**src/rtl/usb_kbd_report_tx.sv**
```systemverilog
// usb_kbd_report_tx: HID boot-keyboard report transmitter.
// The CPU pushes ASCII characters over a small register bus. Each character
// is queued, translated to {modifier, scancode} and sent as an 8-byte press
// report followed by an 8-byte all-zero release report on a valid/ready stream.
// A fixed idle gap follows each report to emulate the host poll interval.
// Optional feature macro: KBD_TX_IRQ_EN (adds irq_o, "queue drained" interrupt).
module usb_kbd_report_tx #(
    parameter int FIFO_DEPTH = 16,
    parameter int GAP_CYCLES = 1000
) (
    input  logic       clk_i,
    input  logic       rst_i,
    input  logic       R_W_n,
    input  logic [7:0] reg_addr_i,
    input  logic [7:0] data_i,
    input  logic       kbd_cs,
    output logic [7:0] data_o,
    output logic [7:0] rpt_data_o,
    output logic       rpt_valid_o,
    output logic       rpt_last_o,
    input  logic       rpt_ready_i
`ifdef KBD_TX_IRQ_EN
    ,
    output logic       irq_o
`endif
);

    localparam int AW = $clog2(FIFO_DEPTH);
    localparam int CW = AW + 1;
    localparam int GAP_EFF = (GAP_CYCLES < 1) ? 1 : GAP_CYCLES;
    localparam logic [31:0] GAP_LAST = 32'(GAP_EFF - 1);

    localparam logic [2:0] S_IDLE    = 3'd0;
    localparam logic [2:0] S_LOAD    = 3'd1;
    localparam logic [2:0] S_PRESS   = 3'd2;
    localparam logic [2:0] S_GAP1    = 3'd3;
    localparam logic [2:0] S_RELEASE = 3'd4;
    localparam logic [2:0] S_GAP2    = 3'd5;

    // Returns {mappable, modifier, scancode} for one ASCII code (US layout).
    function automatic logic [16:0] kbd_xlat(input logic [7:0] c);
        logic [16:0] r;
        r = 17'h0_0000;
        if (c >= 8'h61 && c <= 8'h7A) begin
            r = {1'b1, 8'h00, c - 8'h5D};
        end else if (c >= 8'h41 && c <= 8'h5A) begin
            r = {1'b1, 8'h02, c - 8'h3D};
        end else if (c >= 8'h31 && c <= 8'h39) begin
            r = {1'b1, 8'h00, c - 8'h13};
        end else if (c >= 8'h01 && c <= 8'h1A && c != 8'h08 && c != 8'h09 && c != 8'h0D) begin
            r = {1'b1, 8'h01, c + 8'h03};
        end else begin
            case (c)
                8'h30: r = {1'b1, 8'h00, 8'h27};
                8'h0D: r = {1'b1, 8'h00, 8'h28};
                8'h1B: r = {1'b1, 8'h00, 8'h29};
                8'h08: r = {1'b1, 8'h00, 8'h2A};
                8'h09: r = {1'b1, 8'h00, 8'h2B};
                8'h20: r = {1'b1, 8'h00, 8'h2C};
                8'h2D: r = {1'b1, 8'h00, 8'h2D};
                8'h3D: r = {1'b1, 8'h00, 8'h2E};
                8'h5B: r = {1'b1, 8'h00, 8'h2F};
                8'h5D: r = {1'b1, 8'h00, 8'h30};
                8'h5C: r = {1'b1, 8'h00, 8'h31};
                8'h3B: r = {1'b1, 8'h00, 8'h33};
                8'h27: r = {1'b1, 8'h00, 8'h34};
                8'h60: r = {1'b1, 8'h00, 8'h35};
                8'h2C: r = {1'b1, 8'h00, 8'h36};
                8'h2E: r = {1'b1, 8'h00, 8'h37};
                8'h2F: r = {1'b1, 8'h00, 8'h38};
                8'h5F: r = {1'b1, 8'h02, 8'h2D};
                8'h2B: r = {1'b1, 8'h02, 8'h2E};
                8'h7B: r = {1'b1, 8'h02, 8'h2F};
                8'h7D: r = {1'b1, 8'h02, 8'h30};
                8'h7C: r = {1'b1, 8'h02, 8'h31};
                8'h3A: r = {1'b1, 8'h02, 8'h33};
                8'h22: r = {1'b1, 8'h02, 8'h34};
                8'h7E: r = {1'b1, 8'h02, 8'h35};
                8'h3C: r = {1'b1, 8'h02, 8'h36};
                8'h3E: r = {1'b1, 8'h02, 8'h37};
                8'h3F: r = {1'b1, 8'h02, 8'h38};
                8'h21: r = {1'b1, 8'h02, 8'h1E};
                8'h40: r = {1'b1, 8'h02, 8'h1F};
                8'h23: r = {1'b1, 8'h02, 8'h20};
                8'h24: r = {1'b1, 8'h02, 8'h21};
                8'h25: r = {1'b1, 8'h02, 8'h22};
                8'h5E: r = {1'b1, 8'h02, 8'h23};
                8'h26: r = {1'b1, 8'h02, 8'h24};
                8'h2A: r = {1'b1, 8'h02, 8'h25};
                8'h28: r = {1'b1, 8'h02, 8'h26};
                8'h29: r = {1'b1, 8'h02, 8'h27};
                default: r = 17'h0_0000;
            endcase
        end
        return r;
    endfunction

    logic [7:0]    mem_q [FIFO_DEPTH];
    logic [AW-1:0] wr_ptr_q, rd_ptr_q;
    logic [CW-1:0] count_q;
    logic          enable_q, overflow_q, badchar_q;
    logic [2:0]    state_q, state_d;
    logic [2:0]    idx_q, idx_d;
    logic [7:0]    data_q, data_d, key_q, key_d;
    logic          valid_q, valid_d, last_q, last_d;
    logic [31:0]   gap_q, gap_d;
    logic          badchar_set_s;

    logic wr_s, push_req_s, push_s, pop_s, full_s, empty_s, ctrl_wr_s, busy_s, hs_s;
    logic [16:0] xlat_s;

    assign wr_s       = kbd_cs & ~R_W_n;
    assign push_req_s = wr_s & (reg_addr_i == 8'h00);
    assign ctrl_wr_s  = wr_s & (reg_addr_i == 8'h02);
    assign full_s     = (count_q == CW'(FIFO_DEPTH));
    assign empty_s    = (count_q == CW'(0));
    assign pop_s      = (state_q == S_LOAD);
    // A simultaneous pop frees a slot, so a write to a full FIFO is still taken.
    assign push_s     = push_req_s & (~full_s | pop_s);
    assign busy_s     = (state_q != S_IDLE);
    assign hs_s       = valid_q & rpt_ready_i;
    assign xlat_s     = kbd_xlat(mem_q[rd_ptr_q]);

    assign rpt_data_o  = data_q;
    assign rpt_valid_o = valid_q;
    assign rpt_last_o  = last_q;

    // Character storage; contents need no reset since the pointers qualify them.
    always_ff @(posedge clk_i) begin
        if (push_s) mem_q[wr_ptr_q] <= data_i;
    end

    // FIFO pointers and fill level.
    always_ff @(posedge clk_i or posedge rst_i) begin
        if (rst_i) begin
            wr_ptr_q <= '0;
            rd_ptr_q <= '0;
            count_q  <= '0;
        end else begin
            if (push_s) wr_ptr_q <= wr_ptr_q + AW'(1);
            if (pop_s)  rd_ptr_q <= rd_ptr_q + AW'(1);
            if (push_s && !pop_s)      count_q <= count_q + CW'(1);
            else if (pop_s && !push_s) count_q <= count_q - CW'(1);
        end
    end

    // Control and sticky status bits; a set in the same cycle as a clear wins.
    always_ff @(posedge clk_i or posedge rst_i) begin
        if (rst_i) begin
            enable_q   <= 1'b0;
            overflow_q <= 1'b0;
            badchar_q  <= 1'b0;
        end else begin
            if (ctrl_wr_s) enable_q <= data_i[0];
            if (push_req_s && full_s && !pop_s)  overflow_q <= 1'b1;
            else if (ctrl_wr_s && data_i[1])     overflow_q <= 1'b0;
            if (badchar_set_s)                   badchar_q <= 1'b1;
            else if (ctrl_wr_s && data_i[2])     badchar_q <= 1'b0;
        end
    end

    // Report sequencer next-state; outputs are precomputed so they leave registered.
    always_comb begin
        state_d       = state_q;
        idx_d         = idx_q;
        data_d        = data_q;
        valid_d       = valid_q;
        last_d        = last_q;
        gap_d         = gap_q;
        key_d         = key_q;
        badchar_set_s = 1'b0;
        case (state_q)
            S_IDLE: begin
                if (enable_q && !empty_s) state_d = S_LOAD;
                else                      state_d = S_IDLE;
            end
            S_LOAD: begin
                if (xlat_s[16]) begin
                    state_d = S_PRESS;
                    key_d   = xlat_s[7:0];
                    data_d  = xlat_s[15:8];
                    valid_d = 1'b1;
                    last_d  = 1'b0;
                    idx_d   = 3'd0;
                end else begin
                    state_d       = S_IDLE;
                    badchar_set_s = 1'b1;
                end
            end
            S_PRESS, S_RELEASE: begin
                if (hs_s) begin
                    if (idx_q == 3'd7) begin
                        valid_d = 1'b0;
                        last_d  = 1'b0;
                        data_d  = 8'h00;
                        gap_d   = GAP_LAST;
                        state_d = (state_q == S_PRESS) ? S_GAP1 : S_GAP2;
                    end else begin
                        idx_d  = idx_q + 3'd1;
                        last_d = (idx_q == 3'd6);
                        data_d = (state_q == S_PRESS && idx_q == 3'd1) ? key_q : 8'h00;
                    end
                end else begin
                    state_d = state_q;
                end
            end
            S_GAP1: begin
                if (gap_q == 32'd0) begin
                    state_d = S_RELEASE;
                    valid_d = 1'b1;
                    last_d  = 1'b0;
                    data_d  = 8'h00;
                    idx_d   = 3'd0;
                end else begin
                    gap_d = gap_q - 32'd1;
                end
            end
            S_GAP2: begin
                if (gap_q == 32'd0) state_d = S_IDLE;
                else                gap_d   = gap_q - 32'd1;
            end
            default: begin
                state_d = S_IDLE;
                valid_d = 1'b0;
                last_d  = 1'b0;
                data_d  = 8'h00;
            end
        endcase
    end

    // Report sequencer state and registered stream outputs.
    always_ff @(posedge clk_i or posedge rst_i) begin
        if (rst_i) begin
            state_q <= S_IDLE;
            idx_q   <= 3'd0;
            data_q  <= 8'h00;
            valid_q <= 1'b0;
            last_q  <= 1'b0;
            gap_q   <= 32'd0;
            key_q   <= 8'h00;
        end else begin
            state_q <= state_d;
            idx_q   <= idx_d;
            data_q  <= data_d;
            valid_q <= valid_d;
            last_q  <= last_d;
            gap_q   <= gap_d;
            key_q   <= key_d;
        end
    end

    // Register read mux.
    always_comb begin
        data_o = 8'h00;
        case (reg_addr_i)
            8'h00:   data_o = {4'b0000, badchar_q, overflow_q, full_s, empty_s};
            8'h01:   data_o = 8'(count_q);
            8'h02:   data_o = {7'b000_0000, enable_q};
            8'h03:   data_o = {7'b000_0000, busy_s};
            default: data_o = 8'h00;
        endcase
    end

`ifdef KBD_TX_IRQ_EN
    logic irq_armed_q;
    logic rd_status_s;

    assign rd_status_s = kbd_cs & R_W_n & (reg_addr_i == 8'h00);

    // Arm on any accepted push, disarm when software reads the status register.
    always_ff @(posedge clk_i or posedge rst_i) begin
        if (rst_i)            irq_armed_q <= 1'b0;
        else if (push_s)      irq_armed_q <= 1'b1;
        else if (rd_status_s) irq_armed_q <= 1'b0;
    end

    assign irq_o = enable_q & empty_s & ~busy_s & irq_armed_q;
`endif

endmodule

```
**config.mk**
```make
export PLATFORM = sky130hd
export DESIGN_NAME = usb_kbd_report_tx
export DESIGN_NICKNAME = d
export VERILOG_FILES = /design/src/rtl/usb_kbd_report_tx.sv
export SDC_FILE = /design/constraint.sdc
export NUM_CORES = 1
export LEC_CHECK = 0
export ABC_AREA = 1
export BUFFER_PORTS_ARGS = -buffer_cell sky130_fd_sc_hd__clkbuf_2
export CAP_MARGIN = 20
export CORE_MARGIN = 2
export CORE_UTILIZATION = 30
export CTS_CLUSTER_DIAMETER = 60
export CTS_CLUSTER_SIZE = 30
export DETAILED_ROUTE_END_ITERATION = 8
export PLACE_DENSITY = 0.53
export SYNTH_ARGS = -nofsm -noshare
export SYNTH_HDL_FRONTEND = slang
export SYNTH_SLANG_ARGS = --single-unit
```
**constraint.sdc**
```tcl
create_clock -name clk_i -period 8.7 [get_ports clk_i]
set_input_delay 1.305 -clock clk_i [delete_from_list [all_inputs] [get_ports clk_i]]
set_output_delay 1.305 -clock clk_i [all_outputs]
set_load 0.02 [all_outputs]
```
# Word level (Yosys, flattened, before mapping)
# Memories as Yosys holds them, arrays and structs flattened.
# Index checks and enable logic that the tools add are counted.
word_totals:
  register_bits: 72
  ram_bits: 128
  rom_bits: 1024
  input_bits: 21
  output_inout_bits: 18
  elab_cells: 149
  mem_count: 2
classes:
  add_sub_neg: 10
  order_cmp: 8
  n_eq_ne: 22
  n_mux: 48
  n_bitwise: 9
  n_reduce_logical: 37
mem_list:
  columns: ["name", "words", "word_bits", "read_ports", "rd_clocked_by_memory_dff", "wr", "line_no", "text"]
  rows:
  - ["(no name shown)", 128, 8, 1, 0, 0, "53", "case (c)"]
  - ["mem_q", 16, 8, 1, 0, 1, "98", "logic [7:0] mem_q [FIFO_DEPTH];"]
op_table:
  columns: ["operator", "n"]
  rows:
  - ["$mux W32", 3]
  - ["$mux W17", 5]
  - ["$pmux W32 S2", 1]
  - ["$mux W8", 5]
  - ["$logic_not A32 Y1", 1]
  - ["$pmux W8 S4", 1]
  - ["$sub A32 B1 Y32 const B", 1]
  - ["$mux W3", 8]
  - ["$ne A8 B4 Y1 const B", 3]
  - ["$pmux W5 S4", 1]
  - ["$mux W1", 17]
  - ["$eq A8 B2 Y1 const B", 2]
  - ["$ge A8 B7 Y1 const B", 2]
  - ["$le A8 B7 Y1 const B", 2]
  - ["$logic_and A1 B1 Y1", 15]
  - ["$pmux W3 S5", 1]
  - ["$eq A3 B3 Y1 const B", 4]
  - ["$ne A2 B2 Y1 const B", 6]
  - ["$reduce_and A4 Y1", 3]
  - ["$mux W5", 2]
  - ["$reduce_and A5 Y1", 2]
  - ["$pmux W3 S3", 1]
  - ["$add A4 B1 Y4 const B", 2]
  - ["$add A8 B2 Y8 const B", 1]
  - ["28 further kinds", 45]

# Longest topological paths before layout
# An unclocked memory read counts as a cell.
depth:
  word_depth: 13
  mapped_depth: 24

# Worst setup path after synthesis
# OpenSTA, ideal clock, no wires.
synth_path:
  kind: "input-to-reg"
  from: "input port reg_addr_i[5]"
  to: "register count_q[4]"
  setup_ps: 125
  t_arrival_ps: 3986
  path_slack_ps: 4589
  stages: 14
  n_path_buf: 0
  path_cell_list: "nor4_1 inv_1 nor3_1 inv_1 nor4_2 ha_1 inv_1 ha_1 a21o_1 a31oi_1 nand2_1 nand2_1 nor2_1 xor2_1"
synth_between:
  elab_chain_len: 6
  word_cells_on_any_way: 8
synth_rtl:
  columns: ["element", "line_no", "text"]
  rows:
  - ["start: declaration", "14", "input logic [7:0] reg_addr_i,"]
  - ["$logic_not A8 Y1 *", "113", "assign push_req_s = wr_s & (reg_addr_i == 8'h00);"]
  - ["$and A1 B1 Y1 *", "113", null]
  - ["$and A1 B1 Y1 *", "119", "assign push_s = push_req_s & (~full_s | pop_s);"]
  - ["named net push_s", "109", "logic wr_s, push_req_s, push_s, pop_s, full_s, empty_s, ctrl_wr_s, busy_s, hs_s;"]
  - ["$logic_not A1 Y1", "143", "else if (pop_s && !push_s) count_q <= count_q - CW'(1);"]
  - ["$logic_and A1 B1 Y1", "143", null]
  - ["$reduce_bool A2 Y1 (no line)", null, null]
  - ["end signal: assignment", "142", "if (push_s && !pop_s) count_q <= count_q + CW'(1);"]
  - ["end signal: assignment", "143", null]
  - ["end: declaration", "100", "logic [CW-1:0] count_q;"]
# The timed path passes the listed nets; every way through them passes the cells marked *.
# A chain may end at the register's enable or synchronous reset.

# Final worst setup path
layout_path:
  from: "register rd_ptr_q[0]"
  to: "register data_q[1] (netlist: rpt_data_o[1])"
layout_between:
  elab_chain_len: 12
  word_cells_on_any_way: 29
layout_rtl:
  columns: ["element", "line_no", "text"]
  rows:
  - ["start: declaration", "99", "logic [AW-1:0] wr_ptr_q, rd_ptr_q;"]
  - ["start signal: assignment", "141", "if (pop_s) rd_ptr_q <= rd_ptr_q + AW'(1);"]
  - ["$mem_v2 Z16 W8 *", null, null]
  - ["parallel branches: the longest is 8 deep, another holds $mem_v2 Z128 W8", null, null]
  - ["$mux W17 *", "44", "if (c >= 8'h61 && c <= 8'h7A) begin"]
  - ["$mux W8 or $ne A2 B1 Y1 (tied branches)", null, null]
  - ["$pmux W8 S4 or $reduce_and A4 Y1 (tied branches)", null, null]
  - ["end signal: assignment", "244", "data_q <= data_d;"]
  - ["end: declaration", "104", "logic [7:0] data_q, data_d, key_q, key_d;"]
# Mark *: on every way between the ends. The select of a mux whose other input is x is not followed.

==> run_results.csv <==
group,metric,value,unit
run_status,status,"finished clean",
sta,drv_slew,0,
clock_tree,cts_tree,"built",
place,gp_congestion,0.927,
hold_path,hold-path-endpoint,"key_q[0]",
synth,async_reset_ff_frac,0.360,
synth,synth-main-ff-cell,"edfxtp_1",
place,io_buffers,35,
setup_path,critPathRequiredTime,9.04,ns
power,irDropWorstVdd,0.127,mV
sta,fmax,0.220,GHz
detailed_routing,drc,0,
clock_tree,root_buffer,"clkbuf_16",
grt,grt_pass1_wl,42.8,mm
synth,ys_ff_latch,200,
synth,ys_types,48,
clock_tree,cts_buffers,17,
sta,period_needed,4.55,ns
setup_path,critPathMaxStageDelay,0.74,ns
grt,grt_max_degree,73,
setup_path,crit_path_frequent_cell,"nand2_1",
sta,max-slew-margin-rel,0.363,
synth,yosys_warnings,0,
finish,mostFrequentLayoutCell,"nand2_1",
floorplanning,coreArea,35300,um^2
clock_tree,postCtsSetupRepairBufs,0,
setup_path,r2r_slack,4.15,ns
finish,diodes,0,
clock_tree,cts.sinks,200,
setup_path,worstPathCellList,"buf_4, inv_2, buf_4, nand2_1, nand3_1, nand3_1, nand3_1, nand2_2, inv_2, ha_1, ha_1, nand3_1, nor2_1, nor2_1, nand2_1, nand2_1, nand2_1, a21oi_2, nand3_4, nand2_4, inv_1, nand2_1, nand2_1",
power,power-per-cell-area,160,nW/um^2
hold_path,min_path_type,"flop to flop",
clock_tree,postCtsHoldBufs,0,
finish,drive_gt1_frac,0.105,
sta,setup_tns,0,ns
place,dpl.hpwl,17.9,mm
sta,rsz0062_at_grt,"false",
detailed_routing,routed.top_layer,"met4",
setup_path,setup.worst_path.class,"flop to flop",
sta,tightest_slew,0.956,ns
floorplanning,dieHeight,193,um
grt,grt.total_usage,0.148,
detailed_routing,dr.pass1.iters,5,
floorplanning,num_io_pins,39,
floorplanning,die-area,37200,um^2
synth,synth_top_area_cell,"edfxtp_1",
setup_path,critical_path_peak_fanout,56,
grt,grt_overflow,0,
clock_tree,cts_resized,0,
synth,syn_area,10700,um^2
setup_path,cp-end-kind,"flop",
clock_tree,clkLatencyLatePin,0.44,ns
job,cap_violations,0,
grt,grt_pass1_vias,8115,
setup_path,cp-start-kind,"flop",
floorplanning,die_w,193,um
detailed_routing,wl,26.3,mm
detailed_routing,drt_iter0_markers,615,
setup_path,reg2reg_to,"rpt_data_o[1]",
clock_tree,htreeDepth,4,
synth,synth_edf_count,128,
detailed_routing,dr_wl_met2,12.6,mm
grt,antenna_found_initial,0,
setup_path,rr_startpoint,"rd_ptr_q[0]",
sta,finalSetupViolCount,0,
synth,yosysSeqAreaShare,0.528,
setup_path,crit_slowest_cell,"dfrtp_2",
finish,final_cell_mix,"358 x nand2_1, 150 x inv_1, 128 x edfxtp_1, 120 x nor2_1, 114 x nand3_1",
synth,syn_area_per_cell,8.59,um^2
setup_path,rr_worst_depth,23,
synth,yosysTopAreaCellShare,0.360,
detailed_routing,wl_met3,831,um
hold_path,worstHoldPathCells,2,
floorplanning,floorplan.rows,69,
setup_path,arrival,4.88,ns
finish,utilization,0.335,
detailed_routing,antenna_left,0,
detailed_routing,vias_per_cell,4.71,
finish,num-nets-final,1315,
sta,fin_skew,0.0127,ns
hold_path,hp-start,"key_q[0]",
sta,period_share,0.522,
sta,hold_viol_final,0,
synth,synthCells,1244,
detailed_routing,wl_per_cell,15.1,um
detailed_routing,drt-met1-wl,12.3,mm
floorplanning,initial_utilization,0.303,
clock_tree,cts_max_path_buffers,2,
synth,synthTopCellsByArea,"edfxtp_1 36%, dfrtp_1 17%, nand2_1 13%, nand3_1 5.3%, inv_1 5.3%",
clock_tree,path_clk_slew,0.07,ns
power,leakage,5.18,nW
detailed_routing,vias,8208,
finish,area_growth,10.6,%
[flip-flops by register name, summed over array words and instances, names as in the netlist]
name / flops
gap_q: 32
rd_ptr_q: 4
badchar_q: 1
rpt_data_o: 8
count_q: 5
state_q: 3
enable_q: 1
idx_q: 3
key_q: 8
overflow_q: 1
wr_ptr_q: 4
rpt_valid_o: 1
mem_q: 128
rpt_last_o: 1
[synthesized netlist by cell type (3+ instances only)]
| master | count |
|---|---|
| nor3_1 | 17 |
| nor2_2 | 4 |
| nand2_2 | 14 |
| edfxtp_1 | 128 |
| or2_2 | 5 |
| o21ai_0 | 48 |
| nor4_1 | 5 |
| buf_4 | 12 |
| nand3_1 | 114 |
| nand4_1 | 17 |
| o21ai_2 | 7 |
| xor2_1 | 10 |
| o21ai_1 | 8 |
| inv_1 | 151 |
| inv_2 | 13 |
| nand2_1 | 358 |
| buf_2 | 10 |
| nand2_4 | 7 |
| dfrtp_1 | 72 |
| clkbuf_1 | 3 |
| nor2_1 | 120 |
| nand3b_1 | 4 |
| o211ai_1 | 7 |
| a31oi_1 | 4 |
| buf_6 | 11 |
| a21oi_1 | 39 |
| ha_1 | 25 |
| nand3_2 | 7 |
[metal layers]
metal / track usage / vias up
met5: 0 / -
met3: 0.0236 / 42
met1: 0.193 / 3893
met4: 0.0534 / 0
met2: 0.249 / 185
li1: - / 4088
[critical path: cells and delay by family, from the launching register on]
kind	cells	cell delay, ns
AND/OR/NAND/NOR	15	1.87
buffers and inverters	5	1.09
flip-flops	1	0.74
adder cells (fa/ha/maj)	2	0.50
AO/OA/AOI/OAI	1	0.18
[worst max path at each step]
stage          cells past startpoint           from             to  slack, ns
6_report                          23    rd_ptr_q[0]  rpt_data_o[1]       4.15
2_1_floorplan                     14  reg_addr_i[5]     count_q[4]       4.59
5_1_grt                           24    rd_ptr_q[0]  rpt_data_o[0]       3.65
3_3_place_gp                      23    rd_ptr_q[0]  rpt_data_o[0]       4.30
4_1_cts                           24    rd_ptr_q[0]  rpt_data_o[0]       4.21
3_5_place_dp                      24    rd_ptr_q[0]  rpt_data_o[0]       4.21
[final cells by class]
class	count	area (um^2)
Clock buffer	21	450
Clock inverter	11	171
Fill cell	3604	23500
Inverter	166	624
Multi-Input combinational cell	843	4140
Sequential cell	200	5650
Tap cell	461	577
Timing Repair Buffer	40	213
[kinds of logic after synthesis]
| logic type | synth area share |
|---|---|
| AND/OR/NAND/NOR | 0.280 |
| XOR/XNOR | 0.00901 |
| adder cells (fa/ha/maj) | 0.0311 |
| multiplexers | 0.00105 |
| other | 0.000351 |
| AO/OA/AOI/OAI | 0.0651 |
| buffers and inverters | 0.0854 |
| flip-flops | 0.528 |
[per-stage QoR]
step	cell area (um^2)	hold slack [ns]	total power [mW]	setup WS (ns)	instances
after floorplan	10700	0.448	1.05	4.59	1246
after global placement	11200	0.463	1.07	4.30	1710
after detailed placement	11200	0.469	1.07	4.21	1710
after CTS	11800	0.489	1.91	4.21	1742
after global routing	11800	0.525	1.96	3.65	1742
final	11800	0.484	1.90	4.15	1742
[report_power, final]
group / switching (mW) / internal (mW) / total (mW)
clock network: 0.358 / 0.492 / 0.850
registers: 0.00213 / 1.01 / 1.02
logic: 0.0255 / 0.00591 / 0.0314
total: 0.386 / 1.51 / 1.90
Note: power is estimated with default switching activity, not from simulation.
